$ cat config.mk
export PLATFORM = sky130hd
export DESIGN_NAME = led_breather
export DESIGN_NICKNAME = d
export VERILOG_FILES = /design/src/rtl/led_breather.sv
export SDC_FILE = /design/constraint.sdc
export NUM_CORES = 1
export LEC_CHECK = 0
export CORE_MARGIN = 1
export CORE_UTILIZATION = 43
export DETAILED_ROUTE_END_ITERATION = 12
export PLACE_DENSITY = 0.7
export SYNTH_ARGS = -nofsm -noshare
export SYNTH_HDL_FRONTEND = slang
export SYNTH_SLANG_ARGS = --single-unit
$ cat constraint.sdc
create_clock -name CLK -period 1.95 [get_ports CLK]
set_input_delay 0.585 -clock CLK [delete_from_list [all_inputs] [get_ports CLK]]
set_output_delay 0.585 -clock CLK [all_outputs]
set_load 0.02 [all_outputs]
$ cat src/rtl/led_breather.sv
// Breathing PWM on LED4 plus a one-hot chaser on LED3..LED0, all from one clock.
// Latency: LEDs are registered, one cycle after the state they show; no input-to-output path.
module led_breather #(
  parameter int PRESCALE_W = 14,
  parameter int PWM_W      = 8,
  parameter int CHASE_DIV  = 64
) (
  input  logic CLK,
  input  logic RST,
  input  logic EN,
  output logic LED4,
  output logic LED3,
  output logic LED2,
  output logic LED1,
  output logic LED0
);

  localparam logic [PWM_W-1:0]  MAX       = '1;
  localparam int                STEP_W    = (CHASE_DIV > 1) ? $clog2(CHASE_DIV) : 1;
  localparam logic [STEP_W-1:0] STEP_LAST = STEP_W'(CHASE_DIV - 1);

  typedef enum logic {
    UP   = 1'b0,
    DOWN = 1'b1
  } dir_t;

  logic [PRESCALE_W-1:0] presc;
  logic [PWM_W-1:0]      pwm_cnt;
  logic [PWM_W-1:0]      duty;
  dir_t                  dir;
  logic [STEP_W-1:0]     step;
  logic [3:0]            pos;
  logic                  tick;

  assign tick = EN && (presc == '1);

  // Both free-running counters wrap naturally at all-ones.
  always_ff @(posedge CLK) begin
    if (RST) begin
      presc   <= '0;
      pwm_cnt <= '0;
    end else if (EN) begin
      presc   <= presc + 1'b1;
      pwm_cnt <= pwm_cnt + 1'b1;
    end
  end

  // Ramp FSM: endpoints turn around immediately so neither is held for two ticks.
  always_ff @(posedge CLK) begin
    if (RST) begin
      dir  <= UP;
      duty <= '0;
    end else if (tick) begin
      case (dir)
        UP: begin
          if (duty == MAX) begin
            dir  <= DOWN;
            duty <= MAX - 1'b1;
          end else begin
            duty <= duty + 1'b1;
          end
        end
        DOWN: begin
          if (duty == '0) begin
            dir  <= UP;
            duty <= PWM_W'(1);
          end else begin
            duty <= duty - 1'b1;
          end
        end
        default: begin
          dir  <= UP;
          duty <= '0;
        end
      endcase
    end
  end

  always_ff @(posedge CLK) begin
    if (RST) begin
      step <= '0;
      pos  <= 4'b0001;
    end else if (tick) begin
      if (step == STEP_LAST) begin
        step <= '0;
        pos  <= {pos[2:0], pos[3]};
      end else begin
        step <= step + 1'b1;
      end
    end
  end

  // Outputs show the pre-update state; EN low blanks them on the next edge.
  always_ff @(posedge CLK) begin
    if (RST || !EN) begin
      LED4 <= 1'b0;
      LED3 <= 1'b0;
      LED2 <= 1'b0;
      LED1 <= 1'b0;
      LED0 <= 1'b0;
    end else begin
      LED4 <= (pwm_cnt < duty);
      LED3 <= pos[3];
      LED2 <= pos[2];
      LED1 <= pos[1];
      LED0 <= pos[0];
    end
  end

  a_pos_onehot: assert property (@(posedge CLK) disable iff (RST) $onehot(pos));
  a_step_range: assert property (@(posedge CLK) disable iff (RST) step <= STEP_LAST);

endmodule

==> flow_summary.ini, run 1 <==
[floorplanning]
die_h_um = 76.5
ioPinCount = 8
rows = 26
core_um2 = 5240
start_util = 0.456
die_w_um = 76.5
die_area_um2 = 5860

[critical_path]
crit_family = simple AND/OR/NAND/NOR gates
cp_slowest_cell = clkdlybuf4s50_1
r2r_slack_ns = 0.09
critPathBufInv = 1
cp_data_required_time_ns = 2.19
r2r_cells = 7
crit_type = input port to flop
crit_arrival_ns = 2.12
path_max_fanout = 8
crit_chain = clkdlybuf4s50_1 > and4_4 > nand4_4 > or2_4 > a211o_1 > a21oi_1
critPathCaptureType = flop
critPathLaunchType = input port
crit_cells = 6
slowest_delay_ns = 0.47

[final_layout]
area_growth_syn_to_layout_pct = 17.7
layout-drive-gt1-share = 0.160
fin_util = 0.537
nets = 315
fin_cells = 370
diodes = 0

[run_status]
status = complete, no violations

[synthesis]
ys_types = 52
syn_inst = 273
synthArstFlopShare = 0
yosysMostFrequentCell = dfxtp_1
ys.warnings.count = 0
synth_area_leaders = dfxtp_1, ha_1, xor2_1
ys.flop_type = dfxtp_1
ys_seq_elements = 46
yosysTopAreaCell = dfxtp_1
synth.yosys.seq_area_share = 0.386
synth-edff-count = 0
synthTopCellsByCount = dfxtp_1, nor2_1, a21oi_1, nand2_1, xor2_1
syn_nets = 289
syn_area_um2 = 2390
avgSynthCellArea_um2 = 8.75
synth_top_area_share = 0.386

[timing]
hold_violations = 0
period_share = 0.967
fin_crit_ns = 1.89
fmax_mhz = 530
slew_violations = 0
fin_skew_ns = 0.00382
worstMarginPinSlew_ns = 0.619
setup_ws_ns = 0.0642
slew_headroom = 0.587
hold_ws_ns = 0.497
setup_tns_ns = 0
finalSetupViolCount = 0

[global_routing]
antenna_found_initial = 0
grt_pass1_wl_um = 8070
grt_pass1_vias = 1855
grt_max_degree = 21
overflow = 0
groute.usage.overall = 0.170

[clock_tree]
cts_buffers = 5
clk_path_buf_depth = 2
cts_tree = built
clock-root-buffer = clkbuf_8
clk_pin_slew_ns = 0.08
h-tree-depth = 2
clock_sinks = 46
clk_latency_ns = 0.30

[drt]
drt_iter0_drc = 96
finalWirelength_um = 4780
drc_errors = 0
viasPerCell = 5.51
first_pass_iters = 4
wire_per_inst_um = 12.9
via_count = 2040
final_antenna_net_count = 0

[pwr]
p_per_area_nw_per_um2 = 622
vdd_drop_max_mv = 0.382
power_leakage_nw = 1.05

[run]
cap_violations = 0

[place]
io_buffers = 7
gp_congestion = 0.814
placed_cells = 360
dp_hpwl_um = 3420
dpl_worst_slack_ns = -0.359

[min_path]
hold_class = flop to flop
holdPathStages = 1
## metal layers
layer / up-vias / share of wire / GRT usage
met5: - / 0 / 0
met4: 0 / 0.010 / 0.0558
met3: 6 / 0.030 / 0.0323
met2: 41 / 0.48 / 0.289
met1: 955 / 0.48 / 0.214
li1: 1038 / - / -
## registers in the layout, summed over array words and instances (netlist names)
signal   cells
step         6
dir          1
LED1         1
pos          4
LED2         1
duty         8
presc       14
LED4         1
LED3         1
pwm_cnt      8
LED0         1
## power by group
part / total [W] / leakage [nW] / switching (W) / internal, W
combinational: 0.0000709 / 0.620 / 0.0000372 / 0.0000336
clock: 0.000717 / 0.0585 / 0.000333 / 0.000384
sequential: 0.000961 / 0.372 / 0.0000116 / 0.000949
total: 0.00175 / 1.05 / 0.000381 / 0.00137
## placed cells by master, fill, tap and decap left out, types with 3 or more instances in the layout
cell type         n
and2_1            5
xor2_1           15
mux2i_1           5
nand4_1          12
nor3_1            6
nor2_1           29
o22ai_1           3
inv_1             8
o21ai_0          12
ha_1             12
a31oi_1           3
a221oi_1          3
nand2_1          19
clkbuf_8          5
xnor2_1           5
nand2b_1          3
nand3_1           7
buf_4            24
a21oi_1          19
nor2b_1           3
nor4_1            3
and4_4            3
a21o_1            3
dfxtp_1          46
clkdlybuf4s50_1   7
or3_1             5
## per-stage QoR
step | area (µm²) | total power, W
after floorplan | 2390 | 0.00103
after global placement | 2650 | 0.00105
after detailed placement | 2650 | 0.00105
after CTS | 2770 | 0.00177
after global routing | 2810 | 0.00182
final | 2810 | 0.00175
## timing repair
| item | in CTS | in global routing |
|---|---|---|
| gates resized for setup | 1 | 7 |
| hold buffers | 0 | 0 |
| buffers inserted | 0 | 2 |
| pin swaps | 1 | 3 |
| endpoints found under the setup margin | 4 | 9 |
## worst register-to-register path: cells and delay by family (launching register included)
kind            cells  cell delay, ns
flops               1            0.32
fa+ha+maj           1            0.15
simple gates        1            0.60
compound gates      4            0.59
buf+inv             1            0.09
## logic make-up after synthesis
kind of cell / after synthesis / share of synthesized area
buf+inv: 22 / 0.0398
xor+xnor: 20 / 0.0733
compound gates: 58 / 0.156
simple gates: 109 / 0.256
flops: 46 / 0.386
mux: 5 / 0.0210
fa+ha+maj: 13 / 0.0681
## final cells by class
cell class / instances / area (µm²)
flip-flops and latches: 46 / 921
well taps: 70 / 87.6
fillers: 474 / 2430
clock inverters: 3 / 43.8
inverters: 10 / 37.5
clock buffers: 5 / 68.8
multi-input cells: 205 / 1400
repair buffers: 31 / 250
## path summary, 6_finish.rpt
kind                                              to            startpoint
worst max-delay path            duty[0]$_SDFFE_PP0P_                    EN
worst min-delay path            step[5]$_SDFFE_PP0P_  step[5]$_SDFFE_PP0P_
worst max register to register  duty[5]$_SDFFE_PP0P_  duty[1]$_SDFFE_PP0P_
worst min register to register  step[5]$_SDFFE_PP0P_  step[5]$_SDFFE_PP0P_
No activity file was read; power rests on OpenSTA's default activity.
==> run 2: changes to the inputs <==
--- a/config.mk
+++ b/config.mk
@@ -9,6 +9,7 @@
 export CORE_UTILIZATION = 43
 export DETAILED_ROUTE_END_ITERATION = 12
 export PLACE_DENSITY = 0.7
+export REMOVE_ABC_BUFFERS = 1
 export SYNTH_ARGS = -nofsm -noshare
 export SYNTH_HDL_FRONTEND = slang
 export SYNTH_SLANG_ARGS = --single-unit
==> run 2 against run 1 <==
Critical path depth down 5; total power decreased by 3.0%; hold slack lost 0.0027 ns; combinational power shrank 4.2%; global-route usage grew 1.0 points; first-iteration DRC count fell by 21%; cell area down 1.6%; cell count decreased by 1.4%; via count decreased by 1.7%; maximum frequency increased by 4.5%; sequential power about the same; critical path type is now flop to primary output; critical endpoint is now LED3; largest power group unchanged.
==> flow_summary.ini, run 2 (synthesis results as in run 1) <==
[drt]
drc_errors = 0
wl_met3_um = 212
finalWirelength_um = 4910
wire_per_inst_um = 13.4
via_count = 2006
final_antenna_net_count = 0
first_pass_iters = 5
drt_iter0_drc = 76
top_layer = met4
wl_met2_um = 2280
viasPerCell = 5.50
wl_met1_um = 2280

[timing]
finalSetupViolCount = 0
fin_crit_ns = 1.80
fmax_mhz = 554
slew_headroom = 0.590
hold_violations = 0
setup_tns_ns = 0
period_share = 0.925
rsz0062_at_grt = no
fin_skew_ns = 0.00681
slew_violations = 0
worstMarginPinSlew_ns = 0.614

[clock_tree]
cts_tree = built
clk_pin_slew_ns = 0.08
cts_buffers = 5
clock-root-buffer = clkbuf_8
clk_latency_ns = 0.30
h-tree-depth = 2
clock_sinks = 46
clk_path_buf_depth = 2

[global_routing]
grt_pass1_wl_um = 8380
groute.usage.overall = 0.180
grt_pass1_vias = 1876
antenna_found_initial = 0
grt_max_degree = 26
overflow = 0

[final_layout]
area_growth_syn_to_layout_pct = 15.8
num-fill-cells = 502
final_common_cell = dfxtp_1
nets = 310
multi_input_comb_area_um2 = 1400
ff_latch_area_um2 = 922
largest_register_ffs = 14
layout-drive-gt1-share = 0.146
diodes = 0
top_regs = presc (14), duty (8), pwm_cnt (8)
final_cell_area_um2 = 2770
top_register = presc
fin_cells = 365
mostFrequentLayoutCells = dfxtp_1, nor2_1, nand2_1, a21oi_1, buf_4

[floorplanning]
core_um2 = 5240
start_util = 0.456
ioPinCount = 8
die_h_um = 76.5
die_w_um = 76.5
die_area_um2 = 5860
rows = 26

[critical_path]
r2r_slack_ns = 0.15
critPathBufInv = 1
path_max_fanout = 1
worstReg2RegStart = duty[1]$_SDFFE_PP0P_
crit_cells = 1
critPathCaptureType = primary output
critPathLaunchType = flop
r2r_cells = 7
cp_data_required_time_ns = 1.36
crit_arrival_ns = 1.22
crit_type = flop to primary output
crit_family = buffers and inverters
endpoint = LED3
worstSetupStartpoint = LED3$_SDFF_PP0_
slowest_delay_ns = 0.60
r2r-end = duty[0]$_SDFFE_PP0P_
crit_chain = clkdlybuf4s50_1
cp_slowest_cell = clkdlybuf4s50_1

[place]
io_buffers = 7
dp_hpwl_um = 3380
placed_cell_area_um2 = 2620
gp_congestion = 0.848
placed_cells = 355

[pwr]
power_leakage_nw = 1.02
vdd_drop_max_mv = 0.451
power_w = 0.00170
p_per_area_nw_per_um2 = 613

[run_status]
status = complete, no violations

[run]
cap_violations = 0

[min_path]
hold_class = flop to flop
-- run 2: cell types whose count changed in the layout (fill, tap and decap cells not counted), sizes merged --
cell	delta
dlygate4sd2	+1
inv	-1
clkdlybuf4s50	-1
clkinv	-1
clkbuf	+3
buf	-5
bufinv	-1
-- run 2: timing repair --
| item | in CTS | in global routing |
|---|---|---|
| pin swaps | 2 | 2 |
| gates resized for setup | 3 | 8 |
| endpoints found under the setup margin | 7 | 6 |
| hold buffers | 0 | 0 |
| buffers inserted | 1 | 1 |
| endpoints found under the hold margin | 0 | 0 |
-- run 2: how the worst min path moves through the flow --
stage	start	endpoint	slack (ns)	cells after the start
global route	pos[3]$_SDFFE_PP0P_	LED3$_SDFF_PP0_	0.51	1
detailed placement	step[5]$_SDFFE_PP0P_	step[5]$_SDFFE_PP0P_	0.48	1
CTS	step[5]$_SDFFE_PP0P_	step[5]$_SDFFE_PP0P_	0.49	1
finish	step[5]$_SDFFE_PP0P_	step[5]$_SDFFE_PP0P_	0.49	1
global placement	step[5]$_SDFFE_PP0P_	step[5]$_SDFFE_PP0P_	0.47	1
floorplan	step[5]$_SDFFE_PP0P_	step[5]$_SDFFE_PP0P_	0.44	1
-- run 2: metrics by stage --
stage	utilization	hold WS [ns]	setup WS, ns
global placement	0.500	0.466	-0.366
floorplan	-	0.442	0.102
finish	0.528	0.494	0.145
global route	0.528	0.514	0.0249
detailed placement	0.500	0.477	-0.384
CTS	0.523	0.495	0.0551
-- run 2: report_power, final --
part / internal (W) / total (W) / leakage, nW / switching [W]
clock network: 0.000358 / 0.000667 / 0.0575 / 0.000309
logic: 0.0000306 / 0.0000679 / 0.593 / 0.0000373
registers: 0.000950 / 0.000961 / 0.372 / 0.0000110
total: 0.00134 / 0.00170 / 1.02 / 0.000358
-- run 2: area by class of cell --
cell class / instances / share of cell area
Timing Repair Buffer: 26 / 0.0765
Tap cell: 70 / 0.0317
Clock buffer: 8 / 0.0398
Multi-Input combinational cell: 205 / 0.505
Sequential cell: 46 / 0.333
Inverter: 10 / 0.0136
-- run 2: per-layer routing --
layer / vias to the layer above / global-route usage
met5: - / 0
met4: 0 / 0.0885
met3: 13 / 0.0467
met2: 39 / 0.295
met1: 923 / 0.218
li1: 1031 / -
==> run 3: changes to the inputs <==
--- a/config.mk
+++ b/config.mk
@@ -5,6 +5,7 @@
 export SDC_FILE = /design/constraint.sdc
 export NUM_CORES = 1
 export LEC_CHECK = 0
+export CORE_ASPECT_RATIO = 2
 export CORE_MARGIN = 1
 export CORE_UTILIZATION = 43
 export DETAILED_ROUTE_END_ITERATION = 12
==> run 3 against run 2 <==
Highest routed layer unchanged; non-clock buffer count increased by 2; die area is 0.31% higher; core utilization down 1.3 points; sequential power is essentially flat; critical path type is now flop to flop; register-to-register slack lost 0.02 ns; hold slack worse by 0.010 ns; cell area did not move; sequential share of layout area about the same; worst setup slack got worse by 0.017 ns; clock skew up 0.0047 ns; combinational power rose by 5.7%.
==> flow_summary.ini, run 3 (synthesis results as in run 1) <==
[global_routing]
grt_pass1_wl_um = 8910
grt_pass1_vias = 2000
overflow = 0
groute.usage.overall = 0.208
grt_max_degree = 25
antenna_found_initial = 0

[drt]
finalWirelength_um = 5260
wire_per_inst_um = 14.7
viasPerCell = 5.78
final_antenna_net_count = 0
first_pass_iters = 4
drc_errors = 0
drt_iter0_drc = 44
via_count = 2062

[place]
io_buffers = 7
placed_cells = 349
dpl_worst_slack_ns = -0.418
gp_congestion = 0.876
dp_hpwl_um = 3990

[final_layout]
diodes = 0
mostFrequentLayoutCells = dfxtp_1, nor2_1, buf_4
num-fill-cells = 535
top_register = presc
fin_cells = 357
fin_util = 0.515
largest_register_ffs = 14
layout-drive-gt1-share = 0.141
area_growth_syn_to_layout_pct = 15.8
final_common_cell = dfxtp_1
top_regs = presc (14), duty (8), pwm_cnt (8)
nets = 312
ff_latch_area_um2 = 921
multi_input_comb_area_um2 = 1400

[timing]
hold_violations = 0
fin_crit_ns = 1.82
fmax_mhz = 549
fin_skew_ns = 0.0116
worstMarginPinSlew_ns = 0.501
slew_violations = 0
setup_ws_ns = 0.128
setup_tns_ns = 0
rsz0062_at_grt = no
slew_headroom = 0.666
period_share = 0.934
finalSetupViolCount = 0

[min_path]
holdPathStages = 1
min_to = LED0$_SDFF_PP0_
hold_class = flop to flop
min-delay-start = pos[0]$_SDFFE_PP1P_

[floorplanning]
die_area_um2 = 5870
rows = 38
die_w_um = 54.7
ioPinCount = 8
die_h_um = 107
core_um2 = 5370
start_util = 0.445

[run]
cap_violations = 0

[clock_tree]
clock_sinks = 46
clk_pin_slew_ns = 0.08
cts_setup_buffers = 0
clk_latency_ns = 0.30
h-tree-depth = 2
cts_tree = built
cts_buffers = 5
clk_path_buf_depth = 2
clock-root-buffer = clkbuf_8

[pwr]
netSwitchingPower_w = 0.000353
power_frac_seq = 0.592
p_comb_frac = 0.044
pwr-share-clk = 0.364
swShare = 0.218
p_per_area_nw_per_um2 = 587
vdd_drop_max_mv = 0.560
power_leakage_nw = 1.04
p_int_w = 0.00127

[critical_path]
critPathLaunchType = flop
cp_data_required_time_ns = 2.18
critPathCaptureType = flop
crit_type = flop to flop
r2r-end = duty[6]$_SDFFE_PP0P_
r2r_slack_ns = 0.13
path_max_fanout = 3
crit_arrival_ns = 2.05
r2r_cells = 6
worstReg2RegStart = duty[0]$_SDFFE_PP0P_

[run_status]
status = complete, no violations
run 3: repair_timing:
item | in CTS | in global routing
gates resized for setup | 1 | 6
pin swaps | 1 | 3
cloned | 0 | 0
endpoints found under the setup margin | 6 | 9
hold buffers | 0 | 0
run 3: worst max-delay path by stage:
stage,from,to,slack (ns),depth (start not counted)
floorplan,EN,pos[0]$_SDFFE_PP1P_,0.10,5
global placement,EN,pos[0]$_SDFFE_PP1P_,-0.40,7
detailed placement,EN,pos[0]$_SDFFE_PP1P_,-0.42,7
CTS,EN,pos[0]$_SDFFE_PP1P_,0.02,7
global route,presc[0]$_SDFFE_PP0P_,step[5]$_SDFFE_PP0P_,0.02,6
finish,duty[0]$_SDFFE_PP0P_,duty[6]$_SDFFE_PP0P_,0.13,6
run 3: metrics by stage:
stage	instance area, µm²	total power (W)	hold WS [ns]
3_3_place_gp	2650	0.00105	0.466
3_5_place_dp	2650	0.00106	0.475
6_report	2770	0.00162	0.483
2_1_floorplan	2330	0.00101	0.442
4_1_cts	2740	0.00165	0.485
5_1_grt	2770	0.00169	0.503
run 3: critical path, cell delays in order (launching register included):
cell	delay, ns
dfxtp_1	0.32
inv_1	0.12
ha_1	0.18
or3b_2	0.48
a2111o_1	0.43
o31a_1	0.12
o22ai_1	0.11
run 3: final cells by class:
| class | count | share of cell area |
|---|---|---|
| Clock buffer | 7 | 0.0312 |
| Clock inverter | 1 | 0.00181 |
| Inverter | 10 | 0.0136 |
| Multi-Input combinational cell | 205 | 0.505 |
| Sequential cell | 46 | 0.333 |
| Tap cell | 60 | 0.0271 |
| Timing Repair Buffer | 28 | 0.0878 |
run 3: power by group through the flow:
stage | sequential [W] | combinational, W | clock, W
6_report | 0.000960 | 0.0000718 | 0.000591
5_1_grt | 0.000962 | 0.0000794 | 0.000649
4_1_cts | 0.000960 | 0.0000736 | 0.000616
3_5_place_dp | 0.000982 | 0.0000733 | 0
3_3_place_gp | 0.000982 | 0.0000715 | 0
2_1_floorplan | 0.000982 | 0.0000290 | 0
run 3: per-layer routing:
metal	GRT usage	part of all wire	wire (µm)	vias to the layer above
met1	0.211	0.38	1990	977
met4	0.106	0.036	190	0
met5	0	0	0	-
met2	0.368	0.56	2960	34
li1	-	-	-	1032
met3	0.0424	0.023	121	19
